[src/rtl/fifo_mon_pkg.sv]
// Shared definitions for the FIFO pair recorder: record field positions,
// recorder state encoding and the pair scenario codes read by the sizing monitor.
package fifo_mon_pkg;

  localparam int WB_BIT  = 63;
  localparam int RB_BIT  = 31;
  localparam int LEN_MSB = 62;
  localparam int LEN_LSB = 32;
  localparam int ST_MSB  = 30;

  typedef enum logic [1:0] {
    IDLE  = 2'd0,
    RUN   = 2'd1,
    FLUSH = 2'd2,
    DONE  = 2'd3
  } state_e;

  typedef enum logic [2:0] {
    PAIR_FREE         = 3'd0,
    PAIR_WR_BLOCKED   = 3'd1,
    PAIR_RD_BLOCKED   = 3'd2,
    PAIR_BOTH_BLOCKED = 3'd3,
    PAIR_WR_ONLY      = 3'd4,
    PAIR_RD_ONLY      = 3'd5,
    PAIR_IDLE         = 3'd6
  } pair_scn_e;

  function automatic logic [63:0] make_rec(input logic [1:0] cur,
                                           input logic [30:0] len,
                                           input logic [30:0] st);
    logic [63:0] r;
    r = '0;
    r[WB_BIT]          = cur[1];
    r[LEN_MSB:LEN_LSB] = len;
    r[RB_BIT]          = cur[0];
    r[ST_MSB:0]        = st;
    return r;
  endfunction

endpackage

[src/rtl/fifo_pair_obuf.sv]
// First-word fall-through record buffer; a push while full is accepted only
// when a pop frees a slot in the same cycle.
module fifo_pair_obuf #(
  parameter int W     = 64,
  parameter int DEPTH = 4
) (
  input  logic         clk,
  input  logic         rst,
  input  logic         clr,
  input  logic         push,
  input  logic [W-1:0] push_data,
  input  logic         pop,
  output logic [W-1:0] rd_data,
  output logic         full,
  output logic         empty
);

  localparam int AW = $clog2(DEPTH);

  logic [W-1:0]  mem_q [DEPTH];
  logic [AW-1:0] wr_ptr_q, wr_ptr_d, rd_ptr_q, rd_ptr_d;
  logic [AW:0]   cnt_q, cnt_d;
  logic          do_push, do_pop;

  assign empty   = (cnt_q == '0);
  assign full    = (cnt_q == (AW+1)'(DEPTH));
  assign do_pop  = pop & ~empty;
  assign do_push = push & (~full | do_pop);
  assign rd_data = mem_q[rd_ptr_q];

  always_comb begin
    wr_ptr_d = wr_ptr_q;
    rd_ptr_d = rd_ptr_q;
    cnt_d    = cnt_q;
    if (clr) begin
      wr_ptr_d = '0;
      rd_ptr_d = '0;
      cnt_d    = '0;
    end else begin
      if (do_push) wr_ptr_d = wr_ptr_q + AW'(1);
      if (do_pop)  rd_ptr_d = rd_ptr_q + AW'(1);
      case ({do_push, do_pop})
        2'b10:   cnt_d = cnt_q + (AW+1)'(1);
        2'b01:   cnt_d = cnt_q - (AW+1)'(1);
        default: cnt_d = cnt_q;
      endcase
    end
  end

  always_ff @(posedge clk or negedge rst) begin
    if (!rst) begin
      wr_ptr_q <= '0;
      rd_ptr_q <= '0;
      cnt_q    <= '0;
    end else begin
      wr_ptr_q <= wr_ptr_d;
      rd_ptr_q <= rd_ptr_d;
      cnt_q    <= cnt_d;
    end
  end

  always_ff @(posedge clk) begin
    if (do_push && !clr) mem_q[wr_ptr_q] <= push_data;
  end

endmodule

[src/rtl/fifo_pair_recorder.sv]
// Observes one FIFO's handshakes, run-length encodes the {wr_blocked, rd_blocked}
// pair each cycle and streams the records out, tracking max occupancy and drops.
module fifo_pair_recorder
  import fifo_mon_pkg::*;
#(
  parameter int DEPTH_W    = 16,
  parameter int OBUF_DEPTH = 4
) (
  input  logic               clk,
  input  logic               rst,
  input  logic               start,
  input  logic               finish,
  input  logic               wr_req,
  input  logic               full,
  input  logic               rd_req,
  input  logic               empty,
  output logic [63:0]        rec_data,
  output logic               rec_valid,
  input  logic               rec_ready,
  output logic [15:0]        pair_cnt,
  output logic [DEPTH_W-1:0] max_depth,
  output logic [15:0]        drop_cnt,
  output logic               overflow,
  output logic               done,
  output state_e             dbg_state
);

  state_e             state_q, state_d;
  logic [DEPTH_W-1:0] occ_q, occ_d, max_q, max_d;
  logic [30:0]        cyc_q, cyc_d, len_q, len_d, st_q, st_d;
  logic [1:0]         cur_q, cur_d;
  logic               open_q, open_d, flush_first_q, flush_first_d;
  logic [15:0]        pair_q, pair_d, drop_q, drop_d;
  logic               ovf_q, ovf_d;

  logic        wb, rb, wr_fire, rd_fire;
  logic [1:0]  now;
  logic        emit, push_ok, pop, clr;
  logic [63:0] emit_rec;
  logic        ob_full, ob_empty;

  assign wb      = wr_req & full;
  assign rb      = rd_req & empty;
  assign wr_fire = wr_req & ~full;
  assign rd_fire = rd_req & ~empty;
  assign now     = {wb, rb};
  assign pop     = ~ob_empty & rec_ready;
  assign push_ok = emit & (~ob_full | pop);

  // Valid/ready: a record transfers on any cycle with rec_valid & rec_ready;
  // rec_data holds its value until that happens.
  fifo_pair_obuf #(.W(64), .DEPTH(OBUF_DEPTH)) u_obuf (
    .clk       (clk),
    .rst       (rst),
    .clr       (clr),
    .push      (push_ok),
    .push_data (emit_rec),
    .pop       (pop),
    .rd_data   (rec_data),
    .full      (ob_full),
    .empty     (ob_empty)
  );

  always_comb begin
    state_d       = state_q;
    occ_d         = occ_q;
    max_d         = (occ_q > max_q) ? occ_q : max_q;
    cyc_d         = cyc_q;
    len_d         = len_q;
    st_d          = st_q;
    cur_d         = cur_q;
    open_d        = open_q;
    flush_first_d = flush_first_q;
    pair_d        = pair_q;
    drop_d        = drop_q;
    ovf_d         = ovf_q;
    emit          = 1'b0;
    emit_rec      = '0;
    clr           = 1'b0;

    if (start) begin
      // Start from any state restarts; an open run is discarded unemitted.
      clr           = 1'b1;
      state_d       = RUN;
      occ_d         = '0;
      max_d         = '0;
      cyc_d         = '0;
      open_d        = 1'b0;
      flush_first_d = 1'b0;
      pair_d        = '0;
      drop_d        = '0;
      ovf_d         = 1'b0;
    end else begin
      case (state_q)
        RUN: begin
          if (wr_fire && !rd_fire && occ_q != '1)       occ_d = occ_q + DEPTH_W'(1);
          else if (rd_fire && !wr_fire && occ_q != '0)  occ_d = occ_q - DEPTH_W'(1);
          cyc_d = cyc_q + 31'd1;
          if (!open_q) begin
            cur_d  = now;
            len_d  = 31'd1;
            st_d   = cyc_q;
            open_d = 1'b1;
          end else if (now == cur_q && len_q != '1) begin
            len_d = len_q + 31'd1;
          end else begin
            emit     = 1'b1;
            emit_rec = make_rec(cur_q, len_q, st_q);
            cur_d    = now;
            len_d    = 31'd1;
            st_d     = cyc_q;
          end
          if (finish) begin
            state_d       = FLUSH;
            flush_first_d = 1'b1;
          end
        end
        FLUSH: begin
          if (flush_first_q) begin
            emit          = 1'b1;
            emit_rec      = make_rec(cur_q, len_q, st_q);
            flush_first_d = 1'b0;
            open_d        = 1'b0;
          end else if (ob_empty) begin
            state_d = DONE;
          end
        end
        default: ;
      endcase

      if (push_ok && pair_q != 16'hFFFF) pair_d = pair_q + 16'd1;
      if (emit && !push_ok) begin
        ovf_d = 1'b1;
        if (drop_q != 16'hFFFF) drop_d = drop_q + 16'd1;
      end
    end
  end

  always_ff @(posedge clk or negedge rst) begin
    if (!rst) begin
      state_q       <= IDLE;
      occ_q         <= '0;
      max_q         <= '0;
      cyc_q         <= '0;
      len_q         <= '0;
      st_q          <= '0;
      cur_q         <= '0;
      open_q        <= 1'b0;
      flush_first_q <= 1'b0;
      pair_q        <= '0;
      drop_q        <= '0;
      ovf_q         <= 1'b0;
    end else begin
      state_q       <= state_d;
      occ_q         <= occ_d;
      max_q         <= max_d;
      cyc_q         <= cyc_d;
      len_q         <= len_d;
      st_q          <= st_d;
      cur_q         <= cur_d;
      open_q        <= open_d;
      flush_first_q <= flush_first_d;
      pair_q        <= pair_d;
      drop_q        <= drop_d;
      ovf_q         <= ovf_d;
    end
  end

  assign rec_valid = ~ob_empty;
  assign pair_cnt  = pair_q;
  assign max_depth = max_q;
  assign drop_cnt  = drop_q;
  assign overflow  = ovf_q;
  assign done      = (state_q == DONE);
  assign dbg_state = state_q;

endmodule

[config.mk]
export PLATFORM = sky130hd
export DESIGN_NAME = fifo_pair_recorder
export DESIGN_NICKNAME = d
export VERILOG_FILES = /design/src/rtl/fifo_mon_pkg.sv /design/src/rtl/fifo_pair_obuf.sv /design/src/rtl/fifo_pair_recorder.sv
export SDC_FILE = /design/constraint.sdc
export NUM_CORES = 1
export LEC_CHECK = 0
export CAP_MARGIN = 5
export CORE_UTILIZATION = 43
export CTS_BUF_LIST = sky130_fd_sc_hd__clkbuf_4 sky130_fd_sc_hd__clkbuf_8
export CTS_CLUSTER_SIZE = 40
export DETAILED_ROUTE_END_ITERATION = 7
export SYNTH_ARGS = -nofsm -noshare
export SYNTH_HDL_FRONTEND = slang
export SYNTH_SLANG_ARGS = --single-unit
[constraint.sdc]
create_clock -name clk -period 5 [get_ports clk]
set_input_delay 1 -clock clk [delete_from_list [all_inputs] [get_ports clk]]
set_output_delay 1 -clock clk [all_outputs]
set_load 0.005 [all_outputs]
=== After elaboration in Yosys (flattened, before gate mapping) ===
Memory sizes are Yosys's and may differ from the RTL's.
Index checks and enable logic that the tools add are counted.

* Multiply operators: 0
* Shifts and indexed selects: 0
* Bitwise logic cells: 15
* Add/sub/neg operators: 10
* Eq/ne operators: 16
* Multiplexer cells: 52
* Order comparisons: 1
* Reduce and logical (&&, ||, !) cells: 31
* Divide/modulo/power cells: 0

{| class="wikitable"
|+ Operators by type and width
! operator !! count
|-
| $mux W64 || 4
|-
| $mux W31 || 6
|-
| $mux W16 || 11
|-
| $pmux W64 S2 || 1
|-
| $add A31 B1 Y31 const B || 2
|-
| $add A16 B1 Y16 const B || 3
|-
| $ne A16 B16 Y1 const B || 3
|-
| $ne A31 B31 Y1 const B || 1
|-
| $mux W2 || 10
|-
| $gt A16 B16 Y1 || 1
|-
| $reduce_bool A16 Y1 || 1
|-
| $sub A16 B1 Y16 const B || 1
|-
| $mux W1 || 14
|-
| $reduce_bool A2 Y1 || 7
|-
| $reduce_and A2 Y1 || 5
|-
| $ne A3 B3 Y1 const B || 3
|-
| $reduce_bool A3 Y1 || 3
|-
| $and A1 B1 Y1 || 8
|-
| $logic_and A1 B1 Y1 || 8
|-
| $eq A2 B2 Y1 const B || 3
|-
| $pmux W1 S2 || 3
|-
| $pmux W3 S2 || 1
|-
| $not A1 Y1 || 5
|-
| $add A2 B1 Y2 const B || 2
|-
| other kinds (14) || 19
|}

* Register bits after elaboration: 171
* Memories: 1
* Bits in read-only memories: 0
* Bits in writable memories: 256
* Output and inout bits: 117
* Bits in latches: 0

{| class="wikitable"
|+ Memory list
! memory !! words !! bits a word !! rd ports !! clocked after memory_dff !! wr ports !! line !! RTL
|-
| u_obuf.mem_q || 4 || 64 || 1 || 0 || 1 || fifo_pair_obuf.sv:20 || <nowiki>logic [W-1:0] mem_q [DEPTH];</nowiki>
|}

=== Longest topological paths before layout ===
Gate-level depths: netlist of the first run.

* Depth after elaboration: 13
* Mapped depth: 14

=== Hierarchy ===
From an unflattened synthesis of the first run, not the netlist that was laid out.

* Cell total of the unflattened synthesis: 1325
* Area total of the unflattened synthesis: 18939.4 µm²

{| class="wikitable"
|+ Modules (own cells, without submodules)
! module !! area an instance (µm²) !! cells an instance !! seq. area each (µm²) !! times used
|-
| fifo_pair_obuf || 9801.9 || 401 || 7862.5 || 1
|-
| fifo_pair_recorder || 9137.5 || 924 || 4103.9 || 1
|}

=== Least setup slack after synthesis of the first run ===
Ideal clock, no wire load.

* Path kind: input to register
* Start point: input rd_req
* End point: memory u_obuf.mem_q[0][0], enable pin
* Slack: 812 ps
* Arrival time: 3759 ps
* Stages: 7
* Library setup time: 429 ps
* Buffers on the path: 1
* Path through: and3_1 o22a_1 o22ai_1 nor2_1 nor2_2 buf_2 and3_1

* Longest elaborated chain between the ends: 13

{| class="wikitable"
|+ Ends and longest elaborated chain
! what !! line !! RTL
|-
| start: declaration || fifo_pair_recorder.sv:15 || <nowiki>input logic rd_req,</nowiki>
|-
| $and A1 B1 Y1 || fifo_pair_recorder.sv:43 || <nowiki>assign rb = rd_req & empty;</nowiki>
|-
| $eq A2 B2 Y1 || fifo_pair_recorder.sv:104 || <nowiki>end else if (now == cur_q && len_q != '1) begin</nowiki>
|-
| $logic_and A1 B1 Y1 || fifo_pair_recorder.sv:104 ||
|-
| $mux W1 || fifo_pair_recorder.sv:104 ||
|-
| $mux W1 || fifo_pair_recorder.sv:99 || <nowiki>if (!open_q) begin</nowiki>
|-
| $pmux W1 S2 || fifo_pair_recorder.sv:94 || <nowiki>case (state_q)</nowiki>
|-
| $mux W1 (2 in series) || fifo_pair_recorder.sv:81 || <nowiki>if (start) begin</nowiki>
|-
| $and A1 B1 Y1 || fifo_pair_recorder.sv:48 || <nowiki>assign push_ok = emit & (~ob_full | pop);</nowiki>
|-
| $and A1 B1 Y1 || fifo_pair_obuf.sv:28 || <nowiki>assign do_push = push & (~full | do_pop);</nowiki>
|-
| $logic_and A1 B1 Y1 || fifo_pair_obuf.sv:63 || <nowiki>if (do_push && !clr) mem_q[wr_ptr_q] <= push_data;</nowiki>
|-
| $mux W1 || fifo_pair_obuf.sv:63 ||
|-
| $mux W1 (implied by the code) || fifo_pair_obuf.sv:63 ||
|-
| end: declaration || fifo_pair_obuf.sv:20 ||
|}

No other way between the ends. The select of a mux whose other input is x is not followed.

=== Final worst setup path of the first run ===
* Start point: input wr_req
* End point: register occ_q[15]

* Longest elaborated chain between the ends: 6

{| class="wikitable"
|+ Ends and longest elaborated chain
! what !! line !! RTL
|-
| start: declaration || fifo_pair_recorder.sv:13 || <nowiki>input logic wr_req,</nowiki>
|-
| $and A1 B1 Y1 * || fifo_pair_recorder.sv:44 || <nowiki>assign wr_fire = wr_req & ~full;</nowiki>
|-
| $logic_and A1 B1 Y1 or $logic_not A1 Y1 (tied branches) || fifo_pair_recorder.sv:96, fifo_pair_recorder.sv:97 ||
|-
| $logic_and A1 B1 Y1 (on tied branches) || fifo_pair_recorder.sv:96, fifo_pair_recorder.sv:97 ||
|-
| $mux W16 or $logic_and A1 B1 Y1 (tied branches) || fifo_pair_recorder.sv:96, fifo_pair_recorder.sv:97 ||
|-
| $mux W16 or $reduce_bool A3 Y1 (tied branches) || - ||
|-
| $mux W16 or $reduce_and A2 Y1 (tied branches) || - ||
|-
| end signal: assignment || fifo_pair_recorder.sv:142 || <nowiki>occ_q <= '0;</nowiki>
|-
| end signal: assignment || fifo_pair_recorder.sv:155 || <nowiki>occ_q <= occ_d;</nowiki>
|-
| end: declaration || fifo_pair_recorder.sv:29 || <nowiki>logic [DEPTH_W-1:0] occ_q, occ_d, max_q, max_d;</nowiki>
|}

Every way passes the cells marked *; elsewhere a longest branch is shown, timed or not. The select of a mux whose other input is x is not followed.
A chain may end at the register's enable or synchronous reset.

==> results of run 1 <==
## registers in the layout (all words and copies together) (netlist names), 3 cells and up
register and flops:
u_obuf.mem_q 256, cyc_q 31, len_q 31, st_q 31, drop_cnt 16, max_depth 16
occ_q 16, pair_cnt 16, u_obuf.cnt_q 3
## power by group through the flow
stage / combinational (mW) / clock, mW / sequential [mW]
after CTS: 2.85 / 3.32 / 4.22
after global routing: 3.10 / 3.48 / 4.26
after detailed placement: 2.83 / 0 / 4.28
after floorplan: 1.93 / 0 / 4.16
after global placement: 2.80 / 0 / 4.28
final: 2.81 / 3.21 / 4.21
## cells in the final DEF, fill, tap and decap left out, types with 36 or more instances in the layout
master             n
dfrtp_1          169
xor2_1            49
and2_1            65
mux4_2            64
nand3_1           41
clkdlybuf4s50_1  123
nand2_1          164
o21ai_0           47
a21oi_1           45
ha_1              41
clkbuf_8          82
edfxtp_1         256
nor2_1           134
inv_1             36
## layout make-up
class | count | share of cell area
multi-input cells | 903 | 0.293
flip-flops and latches | 427 | 0.533
repair buffers | 149 | 0.0675
diodes | 1 | 0.000111
clock inverters | 20 | 0.00590
clock buffers | 117 | 0.0619
inverters | 36 | 0.00601
well taps | 585 | 0.0326
## through the flow
stage	setup slack, ns	power [mW]	hold slack [ns]
2_1_floorplan	0.812	6.09	0.437
4_1_cts	0.994	10.4	0.368
3_3_place_gp	0.481	7.08	0.450
6_report	0.986	10.2	0.384
3_5_place_dp	0.367	7.11	0.458
5_1_grt	0.630	10.8	0.406
## worst max-delay path, stage by stage
cell	delay, ns
clkdlybuf4s50_1	0.51
nor2b_1	0.25
nand2_1	0.15
nor2_1	0.33
inv_1	0.35
ha_1	0.45
o21ai_0	0.12
o2111ai_1	0.28
nand3_1	0.20
a2111oi_0	0.59
a32oi_1	0.10
o211ai_1	0.19
## final timing paths
check / startpoint / to / slack [ns] / cells past startpoint
hold / removal: rst / occ_q[2] / 0.38 / 1
setup reg to reg: occ_q[14] / occ_q[15] / 1.31 / 11
setup / recovery: wr_req / occ_q[15] / 0.99 / 12
max in group asynchronous: rst / u_obuf.rd_ptr_q[0] / 3.36 / 2
hold reg to reg: st_q[11] / st_q[11] / 0.47 / 2
min in group clk: st_q[11] / st_q[11] / 0.47 / 2
## per-layer routing
layer / wire length, um / track usage / vias to the layer above
met5: 0 / 0 / -
met4: 670 / 0.0647 / 0
met3: 1950 / 0.0395 / 47
met2: 19000 / 0.294 / 240
met1: 18800 / 0.266 / 5887
li1: - / - / 5532
## kinds of logic after synthesis
family	Yosys count	share of synthesized area
DFF	427	0.633
xor gates and xnor gates	84	0.0389
adders and majority gates	43	0.0293
AOI/OAI and AO/OA	140	0.0453
and+or+nand+nor	551	0.146
buffers and inverters	92	0.0199
muxes	85	0.0874
==> impl_metrics.ini, run 1 <==
[clock_network]
clkSinkCount = 427
cts_tree = yes
numCtsBuffers = 74
h-tree-depth = 3
clk_latency_ns = 0.62
clk_pin_slew_worst_paths_ns = 0.06
ctsHoldBuffers = 0
clock_path_buffers = 3
root_buffer = clkbuf_8
cts_resized = 0
postCtsSetupRepairBufs = 0

[place]
place_inst = 2100
place.gp.congestion = 0.813
dpl_cell_area_mm2 = 0.0209
dp_hpwl_um = 26000
io_buffers = 125

[pwr]
clockPowerShare = 0.314
p_comb_frac = 0.274
p_leak_nw = 8.61
powerDensity_mw_per_mm2 = 455
p_int_mw = 7.15
p_switching_mw = 3.08
switching_share = 0.301
seqPwrFrac = 0.412
ir_drop_v = 0.000458

[sta]
finalHoldViolCount = 0
setup_viol = 0
fmax_ghz = 0.249
post-route-min-period_ns = 4.01
finalCritPeriodShare = 0.803
setup_tns_ns = 0
slew_headroom = 0.370
fin_skew_ns = 0.0295
slew_viol_final = 0
grt_setup_unrepaired = false
tightest_slew_ns = 0.942

[logic_synthesis]
ys_seq_elements = 427
ys.flop_type = edfxtp_1
yosys.cell_types.count = 71
synth_area_leaders = edfxtp_1 (41%), dfrtp_1 (23%), mux4_2 (7.6%)
netlist.area_leader.share = 0.407
syn_inst = 1422
synth_common_cells = edfxtp_1 (256), dfrtp_1 (171), nand2_1 (164)
avgSynthCellArea_um2 = 13.3
synth-async-reset-ratio = 0.400
ys_warn_count = 0
syn-cell-area_mm2 = 0.0189
yosys.area.top_type = edfxtp_1
synth_edf_count = 256
yosys.cell_count.top_type = edfxtp_1
synth_seq_area_share = 0.633
syn-num-nets = 1474

[routing]
ant_nets = 0
vias = 11700
dr.pass1.iters = 5
route.detailed.drc = 0
routedWlPerCell_um = 18.1
drt-initial-drc-count = 764
via_per_inst = 5.23
wl_um = 40400

[global_routing]
grt_pass1_wl_um = 66200
grt_max_degree = 69
grt_antenna_before_repair = 1
grt-ovfl-total = 0
grt_usage = 0.190
grt_pass1_vias = 12200

[finish]
drive_gt1_frac = 0.151
ff_latch_area_mm2 = 0.0120
final_util = 0.519
fill_cells = 3729
instances_no_fill = 2238
final_nets = 1643
stdcell_area_mm2 = 0.0225
synthToLayoutAreaGrowth_pct = 18.9
multiInputGateArea_mm2 = 0.00659

[floorplanning]
initial_utilization = 0.437
die_y_um = 212
dieArea_mm2 = 0.0448
rows = 76
fp.coreArea_mm2 = 0.0433
io_pins = 126
die_w_um = 212

[critical_path]
crit_path_max_fanout = 14
cp-start-kind = primary input
cp.arrival_ns = 4.54
crit_required_ns = 5.53
cp-end-kind = flop
critPathKind = in -> reg

[run]
maxCapViolations = 0

[min_path]
hp-class = in -> async

[outcome]
outcome = completed
Power figures use the tool's default switching activity.
==> run 2: changes to the inputs <==
==> constraint.sdc (replaced) <==
create_clock -name clk -period 3.4 [get_ports clk]
set_input_delay 0.68 -clock clk [delete_from_list [all_inputs] [get_ports clk]]
set_output_delay 0.68 -clock clk [all_outputs]
set_load 0.005 [all_outputs]
==> impl_metrics.ini, run 2 (synthesis gave the netlist of run 1 again) <==
[critical_path]
cp-start-kind = flop
reg2reg_from = occ_q[0]
crit_path_max_fanout = 44
r2r_cells = 12
regToRegEndpoint = occ_q[9]
worst-r2r-setup-slack_ns = 0.32
cp-end-kind = output pin
crit_required_ns = 2.72
cp.arrival_ns = 2.58
critPathKind = reg -> out

[finish]
final_common_cell = edfxtp_1
largest_register_ffs = 256
stdcell_area_mm2 = 0.0230
antenna_cells = 0
final_cell_mix = edfxtp_1 (256), dfrtp_1 (169), nand2_1 (164), nor2_1 (134), clkdlybuf4s50_1 (123)
drive_gt1_frac = 0.182
instances_no_fill = 2294
synthToLayoutAreaGrowth_pct = 21.5
top_register = u_obuf.mem_q
final_nets = 1701
final_util = 0.531

[clock_network]
h-tree-depth = 3
clk_pin_slew_worst_paths_ns = 0.06
cts_resized = 0
postCtsSetupRepairBufs = 0
ctsHoldBuffers = 0
clk_latency_ns = 0.62
root_buffer = clkbuf_8
clkSinkCount = 427
clock_path_buffers = 3
cts_tree = yes
numCtsBuffers = 72

[sta]
slew_headroom = 0.462
tightest_slew_ns = 0.807
fin_skew_ns = 0.0292
finalHoldViolCount = 0
slew_viol_final = 0
finalCritPeriodShare = 0.960
worst_hold_slack_ns = 0.0994
setup_viol = 0
fin_ws_ns = 0.136
fmax_ghz = 0.306
post-route-min-period_ns = 3.26
grt_setup_unrepaired = false

[pwr]
ir_drop_v = 0.000454
p_leak_nw = 8.90
powerDensity_mw_per_mm2 = 674

[floorplanning]
initial_utilization = 0.437
fp.coreArea_mm2 = 0.0433
die_w_um = 212
dieArea_mm2 = 0.0448
io_pins = 126
die_y_um = 212
rows = 76

[global_routing]
grt_pass1_vias = 12200
grt-ovfl-total = 0
grt_max_degree = 78
grt_usage = 0.191
grt_antenna_before_repair = 0
grt_pass1_wl_um = 66200

[place]
pre_cts_ws_ns = -0.216
place.gp.congestion = 0.858
dp_hpwl_um = 26200
place_inst = 2160
dpl_cell_area_mm2 = 0.0214
io_buffers = 125

[routing]
vias = 11900
ant_nets = 0
via_per_inst = 5.20
route.detailed.drc = 0
routedWlPerCell_um = 17.7
dr.pass1.iters = 5
drt-initial-drc-count = 663
wl_um = 40600

[min_path]
hp-class = in -> async

[run]
maxCapViolations = 0

[outcome]
outcome = completed
run 2: worst max-delay path by stage:
stage | from | end | depth (start not counted)
CTS | u_obuf.rd_ptr_q[0] | rec_data[31] | 3
detailed placement | wr_req | occ_q[15] | 14
global placement | wr_req | occ_q[15] | 14
floorplan | rd_req | u_obuf.mem_q[0][0] | 7
global route | u_obuf.rd_ptr_q[0] | rec_data[11] | 3
finish | u_obuf.rd_ptr_q[0] | rec_data[31] | 3
run 2: layout make-up:
type | count | area (um^2)
fill | 3688 | 20300
timing repair buffer | 209 | 2030
clock buffer | 118 | 1400
sequential | 427 | 12000
tap | 585 | 732
multi-input combinational | 903 | 6600
clock inverter | 16 | 119
inverter | 36 | 135
run 2: where the power goes:
| part | switching, mW | internal [mW] | total, mW |
|---|---|---|---|
| sequential | 0.278 | 5.80 | 6.08 |
| combinational | 2.33 | 2.37 | 4.69 |
| clock | 2.04 | 2.69 | 4.73 |
| total | 4.64 | 10.9 | 15.5 |
run 2: worst max-delay path, stage by stage (launching register included):
cell and delay [ns]:
dfrtp_4 0.52, buf_16 0.34, mux4_2 0.62, clkdlybuf4s50_1 0.47
run 2: metrics by stage:
stage               power [mW]  TNS [ns]
CTS                       15.7         0
finish                    15.5         0
detailed placement        10.9    -0.494
global placement          10.9    -0.384
floorplan                 8.95         0
global route              16.4         0
run 2: per-layer routing:
metal / wire (um) / global-route usage / vias up
li1: - / - / 5661
met3: 1910 / 0.0384 / 52
met4: 705 / 0.0582 / 0
met1: 18700 / 0.264 / 5955
met5: 0 / 0 / -
met2: 19300 / 0.304 / 271
==> run 3: changes to the inputs <==
--- a/config.mk
+++ b/config.mk
@@ -8,8 +8,9 @@
 export CAP_MARGIN = 5
 export CORE_UTILIZATION = 43
 export CTS_BUF_LIST = sky130_fd_sc_hd__clkbuf_4 sky130_fd_sc_hd__clkbuf_8
-export CTS_CLUSTER_SIZE = 40
+export CTS_CLUSTER_SIZE = 20
 export DETAILED_ROUTE_END_ITERATION = 7
+export GPL_ROUTABILITY_DRIVEN = 0
 export SYNTH_ARGS = -nofsm -noshare
 export SYNTH_HDL_FRONTEND = slang
 export SYNTH_SLANG_ARGS = --single-unit
==> results of run 3 <==
Final layout, timing and power as in run 2 (identical DEF).
